===== src/rtl/fetch_stage.sv =====
// Instruction-fetch stage: owns the PC, registers fetched words into IF/ID and
// drains the pipeline after the all-zero halt word. Optional FETCH_PERF_EN adds perf counters.
module fetch_stage #(
    parameter int unsigned          PC_WIDTH     = 64,
    parameter logic [PC_WIDTH-1:0]  RESET_PC     = '0,
    parameter int unsigned          DRAIN_CYCLES = 4
) (
    input  logic                clk,
    input  logic                reset,
    input  logic                stall,
    input  logic                flush,
    input  logic                branch_taken,
    input  logic [PC_WIDTH-1:0] branch_target,
    output logic [PC_WIDTH-1:0] imem_addr,
    input  logic [31:0]         imem_data,
    output logic [PC_WIDTH-1:0] pc_current,
    output logic [PC_WIDTH-1:0] if_id_pc,
    output logic [31:0]         if_id_instr,
    output logic                if_id_valid,
    output logic                end_program
`ifdef FETCH_PERF_EN
    ,
    output logic [31:0]         fetch_count,
    output logic [31:0]         stall_count
`endif
);

    localparam logic [31:0] NOP_WORD   = 32'h0000_0013;
    localparam logic [31:0] HALT_WORD  = 32'h0000_0000;
    localparam logic [3:0]  DRAIN_LOAD = 4'(DRAIN_CYCLES);

    typedef enum logic [1:0] {RUN, DRAIN, HALTED} state_t;

    state_t              state, state_n;
    logic [3:0]          drain_cnt, drain_cnt_n;
    logic [PC_WIDTH-1:0] pc_n, if_id_pc_n;
    logic [31:0]         if_id_instr_n;
    logic                if_id_valid_n;
    logic                fetch_event, stall_event;

    logic [PC_WIDTH-1:0] pc_plus4, target_aligned;
    assign pc_plus4       = pc_current + PC_WIDTH'(4);
    assign target_aligned = branch_target & ~PC_WIDTH'(3);

    assign imem_addr   = pc_current;
    assign end_program = (state == HALTED);

    // NOTE: every signal written here gets a default first so no path leaves it unassigned (no latch).
    always_comb begin
        state_n       = state;
        drain_cnt_n   = drain_cnt;
        pc_n          = pc_current;
        if_id_pc_n    = if_id_pc;
        if_id_instr_n = if_id_instr;
        if_id_valid_n = if_id_valid;
        fetch_event   = 1'b0;
        stall_event   = 1'b0;

        case (state)
            RUN: begin
                if (branch_taken) begin
                    pc_n          = target_aligned;
                    if_id_pc_n    = '0;
                    if_id_instr_n = NOP_WORD;
                    if_id_valid_n = 1'b0;
                end else if (stall) begin
                    stall_event = 1'b1;
                end else if (flush) begin
                    pc_n          = pc_plus4;
                    if_id_pc_n    = '0;
                    if_id_instr_n = NOP_WORD;
                    if_id_valid_n = 1'b0;
                end else if (imem_data == HALT_WORD) begin
                    // Halt word parks in IF/ID as invalid; PC stays on it.
                    if_id_pc_n    = pc_current;
                    if_id_instr_n = HALT_WORD;
                    if_id_valid_n = 1'b0;
                    drain_cnt_n   = DRAIN_LOAD;
                    state_n       = DRAIN;
                end else begin
                    pc_n          = pc_plus4;
                    if_id_pc_n    = pc_current;
                    if_id_instr_n = imem_data;
                    if_id_valid_n = 1'b1;
                    fetch_event   = 1'b1;
                end
            end
            DRAIN: begin
                if_id_pc_n    = '0;
                if_id_instr_n = NOP_WORD;
                if_id_valid_n = 1'b0;
                if (branch_taken) begin
                    // Halt came from a branch shadow: resume at the target.
                    pc_n        = target_aligned;
                    drain_cnt_n = '0;
                    state_n     = RUN;
                end else if (stall) begin
                    stall_event = 1'b1;
                end else if (drain_cnt <= 4'd1) begin
                    drain_cnt_n = '0;
                    state_n     = HALTED;
                end else begin
                    drain_cnt_n = drain_cnt - 4'd1;
                end
            end
            HALTED: ;
            default: state_n = RUN;
        endcase
    end

    // NOTE: sequential state uses non-blocking assignments so all registers update together.
    always_ff @(posedge clk) begin
        if (reset) begin
            state       <= RUN;
            drain_cnt   <= '0;
            pc_current  <= RESET_PC;
            if_id_pc    <= '0;
            if_id_instr <= NOP_WORD;
            if_id_valid <= 1'b0;
        end else begin
            state       <= state_n;
            drain_cnt   <= drain_cnt_n;
            pc_current  <= pc_n;
            if_id_pc    <= if_id_pc_n;
            if_id_instr <= if_id_instr_n;
            if_id_valid <= if_id_valid_n;
        end
    end

`ifdef FETCH_PERF_EN
    always_ff @(posedge clk) begin
        if (reset) begin
            fetch_count <= '0;
            stall_count <= '0;
        end else begin
            if (fetch_event && fetch_count != 32'hFFFF_FFFF) fetch_count <= fetch_count + 32'd1;
            if (stall_event && stall_count != 32'hFFFF_FFFF) stall_count <= stall_count + 32'd1;
        end
    end
`else
    logic unused_events;
    assign unused_events = fetch_event ^ stall_event;
`endif

endmodule


===== config.mk =====
export PLATFORM = sky130hd
export DESIGN_NAME = fetch_stage
export DESIGN_NICKNAME = d
export VERILOG_FILES = /design/src/rtl/fetch_stage.sv
export SDC_FILE = /design/constraint.sdc
export NUM_CORES = 1
export LEC_CHECK = 0
export BUFFER_PORTS_ARGS = -buffer_cell sky130_fd_sc_hd__buf_4
export CORE_MARGIN = 5
export CORE_UTILIZATION = 49
export DETAILED_ROUTE_END_ITERATION = 10
export PLACE_DENSITY_LB_ADDON = 0.3
export SLEW_MARGIN = 20
export SYNTH_ARGS = -nofsm -noshare
export SYNTH_HDL_FRONTEND = slang
export SYNTH_SLANG_ARGS = --single-unit

===== constraint.sdc =====
create_clock -name clk -period 3.9 [get_ports clk]
set_input_delay 0.195 -clock clk [delete_from_list [all_inputs] [get_ports clk]]
set_output_delay 0.195 -clock clk [all_outputs]
set_load 0.02 [all_outputs]

## Yosys cells after proc, flatten, opt, wreduce, memory -nomap -nowiden

Index checks and enable logic that the tools add are counted.

| operators by class | value |
|---|---|
| add/subtract/negate cells | 2 |
| multiply operators | 0 |
| div/mod/pow operators | 0 |
| magnitude comparators | 1 |
| equality and inequality tests | 11 |
| shift-type cells | 0 |
| mux-type cells | 36 |
| bitwise logic cells | 1 |
| reductions and logical operators | 7 |

Operators with widths:

| cell | count |
|---|---|
| two-way mux 64 bit | 8 |
| one-hot mux 64 bit (2 select lines) | 2 |
| two-way mux 32 bit | 4 |
| adder 64 x 3 -> 64 bit (second input constant) | 1 |
| one-hot mux 32 bit (2 select lines) | 1 |
| zero test 32 bit | 1 |
| two-way mux 4 bit | 7 |
| two-way mux 2 bit | 7 |
| != test 2 bit (second input constant) | 5 |
| != test 3 bit (second input constant) | 3 |
| one-hot mux 4 bit (2 select lines) | 1 |
| AND reduction 7 bit | 1 |
| one-hot mux 2 bit (3 select lines) | 1 |
| AND reduction 6 bit | 1 |
| less-or-equal comparator 4 x 1 -> 1 bit (second input constant) | 1 |
| two-way mux 1 bit | 4 |
| != test 4 bit (second input constant) | 1 |
| AND reduction 4 bit | 1 |
| subtractor 4 x 1 -> 4 bit (second input constant) | 1 |
| equality test 2 x 1 -> 1 bit (second input constant) | 1 |
| equality test 2 bit (second input constant) | 1 |
| zero test 2 bit | 1 |
| one-hot mux 1 bit (2 select lines) | 1 |
| AND reduction 2 bit | 1 |
| 2 further kinds | 2 |

| word-level totals | value |
|---|---|
| flip-flop bits (word level) | 167 |
| latch bits | 0 |
| bits in writable memories | 0 |
| bits in read-only memories | 0 |
| input port bits | 101 |
| output and inout bits | 226 |
| word-level logic and storage cells | 64 |
| memories kept | 0 |

## Longest topological paths before layout

| depth | value |
|---|---|
| depth in word-level cells | 6 |
| mapped depth | 10 |
| gate-level depth less buffers | 7 |

## Worst setup path after synthesis

OpenSTA, ideal clock, no wires.

| path | value |
|---|---|
| path kind | reg-to-reg |
| start | reg pc_current[2], in the netlist imem_addr[2] |
| end | reg pc_current[42], in the netlist imem_addr[42] |
| setup time | 0.074 ns |
| data arrival time | 2.804 ns |
| data required time | 3.826 ns |
| setup slack | 1.021 ns |
| stages on the path, launching flop included | 9 |
| path buffers | 1 |
| period minus slack after synthesis | 2.879 ns |
| path through | dfxtp_1 > ha_1 > nand3_1 > or4_4 > or4_2 > clkbuf_1 > nor4_1 > mux2i_1 > a31oi_1 |

| on the way | value |
|---|---|
| cells in the longest elaborated chain, start to end | 6 |

Ends and longest elaborated chain:

| element | RTL line | text |
|---|---|---|
| start: declaration | 16 | `output logic [PC_WIDTH-1:0] pc_current,` |
| start signal: assignment | 123 | `pc_current <= pc_n;` |
| adder 64 x 3 -> 64 bit * | 42 | `assign pc_plus4 = pc_current + PC_WIDTH'(4);` |
| two-way mux 64 bit | 73 | `end else if (imem_data == HALT_WORD) begin` |
| two-way mux 64 bit * | 68 | `end else if (flush) begin` |
| two-way mux 64 bit * | 66 | `end else if (stall) begin` |
| two-way mux 64 bit * | 61 | `if (branch_taken) begin` |
| one-hot mux 64 bit (2 select lines) * | 59 | `case (state)` |

Every way passes the cells marked *; elsewhere a longest branch is shown, timed or not. The select of a mux whose other input is x is not followed.
A chain may end at the register's enable or synchronous reset.

## Worst setup path in the final report

| path | value |
|---|---|
| start | reg pc_current[24], in the netlist imem_addr[24] |
| end | reg pc_current[55], in the netlist imem_addr[55] |

Same word-level chain as after synthesis.

==> impl_results.md <==
* Status: completed
* CP max-delay cell: or4_1
* Drt total wl at 27180 microns
* Post-synth top area cell: dfxtp_1
* Yosys warns at 0
* Root Buffer: clkbuf_16
* Leakage power total at 4.454 nW
* Register area share after synthesis at 40.37%
* Worst Clk Skew at 13.11 ps
* Final setup viols at 0
* Asr flop ratio synth at 0%
* Crit Path Max Fanout at 14
* Total of max-cap violations at 0
* Max Freq at 315.7 MHz
* Crit-path cells: nand4_2 -> or4_1 -> or4_1 -> or4_1 -> a21oi_1 -> o221a_2
* Placed instance area at 10210 sq um
* Core area at 16410 sq um
* Critical path buffers and inverters at 0
* Combinational power share at 15.6%
* IO Port Bufs at 320
* DRT iter0 DRCs at 724
* Post-layout util at 66.00%
* Worst setup path category: register to register
* Crit start category: register
* Worst Tran Pin Value at 1026 ps
* CTS hold repair buffers at 3
* Switching power at 0.001152 W
* Wirelength per Cell at 18.45 microns
* Maximum clock path buffer count at 2
* P&R area growth vs syn at 33.14%
* DP HPWL at 18690 microns
* Yosys reg bits at 164
* Synth Cell Area at 8133 sq um
* Row count at 47
* Yosys top cell area share at 40.37%
* Final ANT Viol Nets at 0
* Peak VDD IR at 0.2758 mV
* CTS tree: built
* Power Internal at 0.003045 W
* Worst skew pair latency at 430 ps
* Global-route wire length before repair at 43110 microns
* Vias per Instance at 5.811
* WP data required at 4270 ps
* Seq pwr share at 43.9%
* Distinct cells, synth at 61
* RSZ-0062 raised after global routing: false
* Crit share post-route at 81.21%
* Fin. Hold Viols at 0
* Antenna violations before repair at 0
* Most frequent cells in the layout: buf_4 (339), dfxtp_1 (164), nor2_1 (135)
* Final-stage net count at 1347
* Slowest stage delay, CP at 850 ps
* CTS buffer count at 17
* Starting Density at 49.57%
* Synth Area per Inst at 7.934 sq um
* Number of synthesized flops with an enable pin at 0
* Top cells by area, synth: dfxtp_1 (40%), a22oi_1 (8.5%), nor2_1 (6.3%), buf_4 (6.3%), a21oi_1 (4.3%)
* Most common cell after layout, fill and taps aside: buf_4
* Post-synthesis instance total at 1025
* Global placer's final weighted congestion at 0.8901
* Place WS at 774.5 ps
* Worst-path clk slew at 60 ps
* Ports at 327
* Die H at 138.8 microns
* H-tree level count at 4
* Setup TNS at 0 ps
* Min Tclk post-route at 3167 ps
* Final setup margin at 732.8 ps
* Postcts setup bufs at 0
* Grt ovf at 0
* Die X at 138.8 microns
* GRT Util Overall at 26.70%
* CTS Sinks at 164
* Top FF cell, synth: dfxtp_1
* Fraction of layout cells with a size suffix above 1 at 31.28%
* Max-slew headroom at the worst pin at 31.57%
* N_diodes at 0
* DRC at 0
* Final Instance Area at 10830 sq um
* Critical path data arrival time at 3540 ps
* Crit path top cell by count: or4_1
* Net Sw Frac at 27.44%
* Worst Setup End Kind: register
* Die area at 19270 sq um
* Number of global-route vias before repair at 7918
* Largest net degree at the start of global routing at 95
* Clock power share at 40.5%
* Worst hold path class: input pin to register
* Family with the most delay on the worst path: simple AND/OR/NAND/NOR gates
* Pwr per Cell Area at 387.6 nW/um^2
* Resized Gates After CTS at 0
* Routed vias at 8560
* Max Slew Vio Count at 0
* 1st-pass router iterations at 5
## cell type report
class | instances | area (sq um)
fill | 1436 | 5579
multi-input combinational | 702 | 4031
sequential | 164 | 3283
timing repair buffer | 343 | 2595
clock buffer | 20 | 456.7
tap | 220 | 275.3
clock inverter | 9 | 130.1
inverter | 15 | 56.30
## final timing paths
path / start / slack [ps] / endpoint / depth (start not counted)
min reg2reg: drain_cnt[1]$_SDFFE_PP0P_ / 470 / drain_cnt[1]$_SDFFE_PP0P_ / 2
max: imem_addr[24]$_SDFFE_PP0P_ / 730 / imem_addr[55]$_SDFFE_PP0P_ / 6
max reg2reg: imem_addr[24]$_SDFFE_PP0P_ / 730 / imem_addr[55]$_SDFFE_PP0P_ / 6
min: imem_data[6] / 20 / if_id_instr[6]$_SDFFE_PP0P_ / 3
## Yosys cell counts (10+ instances only)
master,n
a211oi_1,15
a21oi_1,70
a22oi_1,92
and2_1,12
buf_4,68
clkbuf_1,63
dfxtp_1,164
inv_1,14
nand2_1,88
nand3_1,24
nand4_1,22
nor2_1,137
nor3_1,18
nor4_1,28
o21ai_0,54
o22ai_1,11
o31ai_1,13
or3_1,10
## registers in the layout, summed over array words and instances, names as in the netlist
signal	flops
if_id_pc	63
imem_addr	62
if_id_instr	32
drain_cnt	4
state	2
if_id_valid	1
## metal layers
layer | track usage, % | vias to the layer above | part of all wire, %
li1 | - | 4114 | -
met2 | 43.57 | 369 | 48
met5 | 0 | - | 0
met1 | 35.21 | 4042 | 43
met3 | 7.621 | 35 | 7.8
met4 | 6.334 | 0 | 1.6
## worst min-delay path, cell delays in order
cell and delay [ps]:
buf_4 80, a22oi_1 50, nor2_1 70
## metrics by stage
stage | instances | hold WS, ps | total power, W
final | 1473 | 15.21 | 0.004197
after CTS | 1473 | 10.18 | 0.004217
after floorplan | 1028 | 319.1 | 0.002258
after detailed placement | 1441 | 427.1 | 0.002528
after global placement | 1441 | 426.3 | 0.002520
after global routing | 1473 | 10.15 | 0.004355
## power by group through the flow
stage / clock (W) / combinational (W) / sequential, W
floorplan: 0 / 0.000341 / 0.00192
global placement: 0 / 0.000646 / 0.00187
detailed placement: 0 / 0.000651 / 0.00188
CTS: 0.00172 / 0.000657 / 0.00184
global route: 0.00180 / 0.000703 / 0.00185
finish: 0.00170 / 0.000655 / 0.00184
## cells by family (layout without fill, tap and decap cells)
logic type	count (synthesis)	count (layout)	share of synthesized area (%)
and+or+nand+nor	381	381	22.63
AOI/OAI and AO/OA	311	311	25.29
DFF	164	164	40.37
buffers and inverters	162	387	10.83
adders and majority gates	3	3	0.4616
muxes	3	3	0.3692
other	1	4	0.04611
No activity file was read; power rests on OpenSTA's default activity.
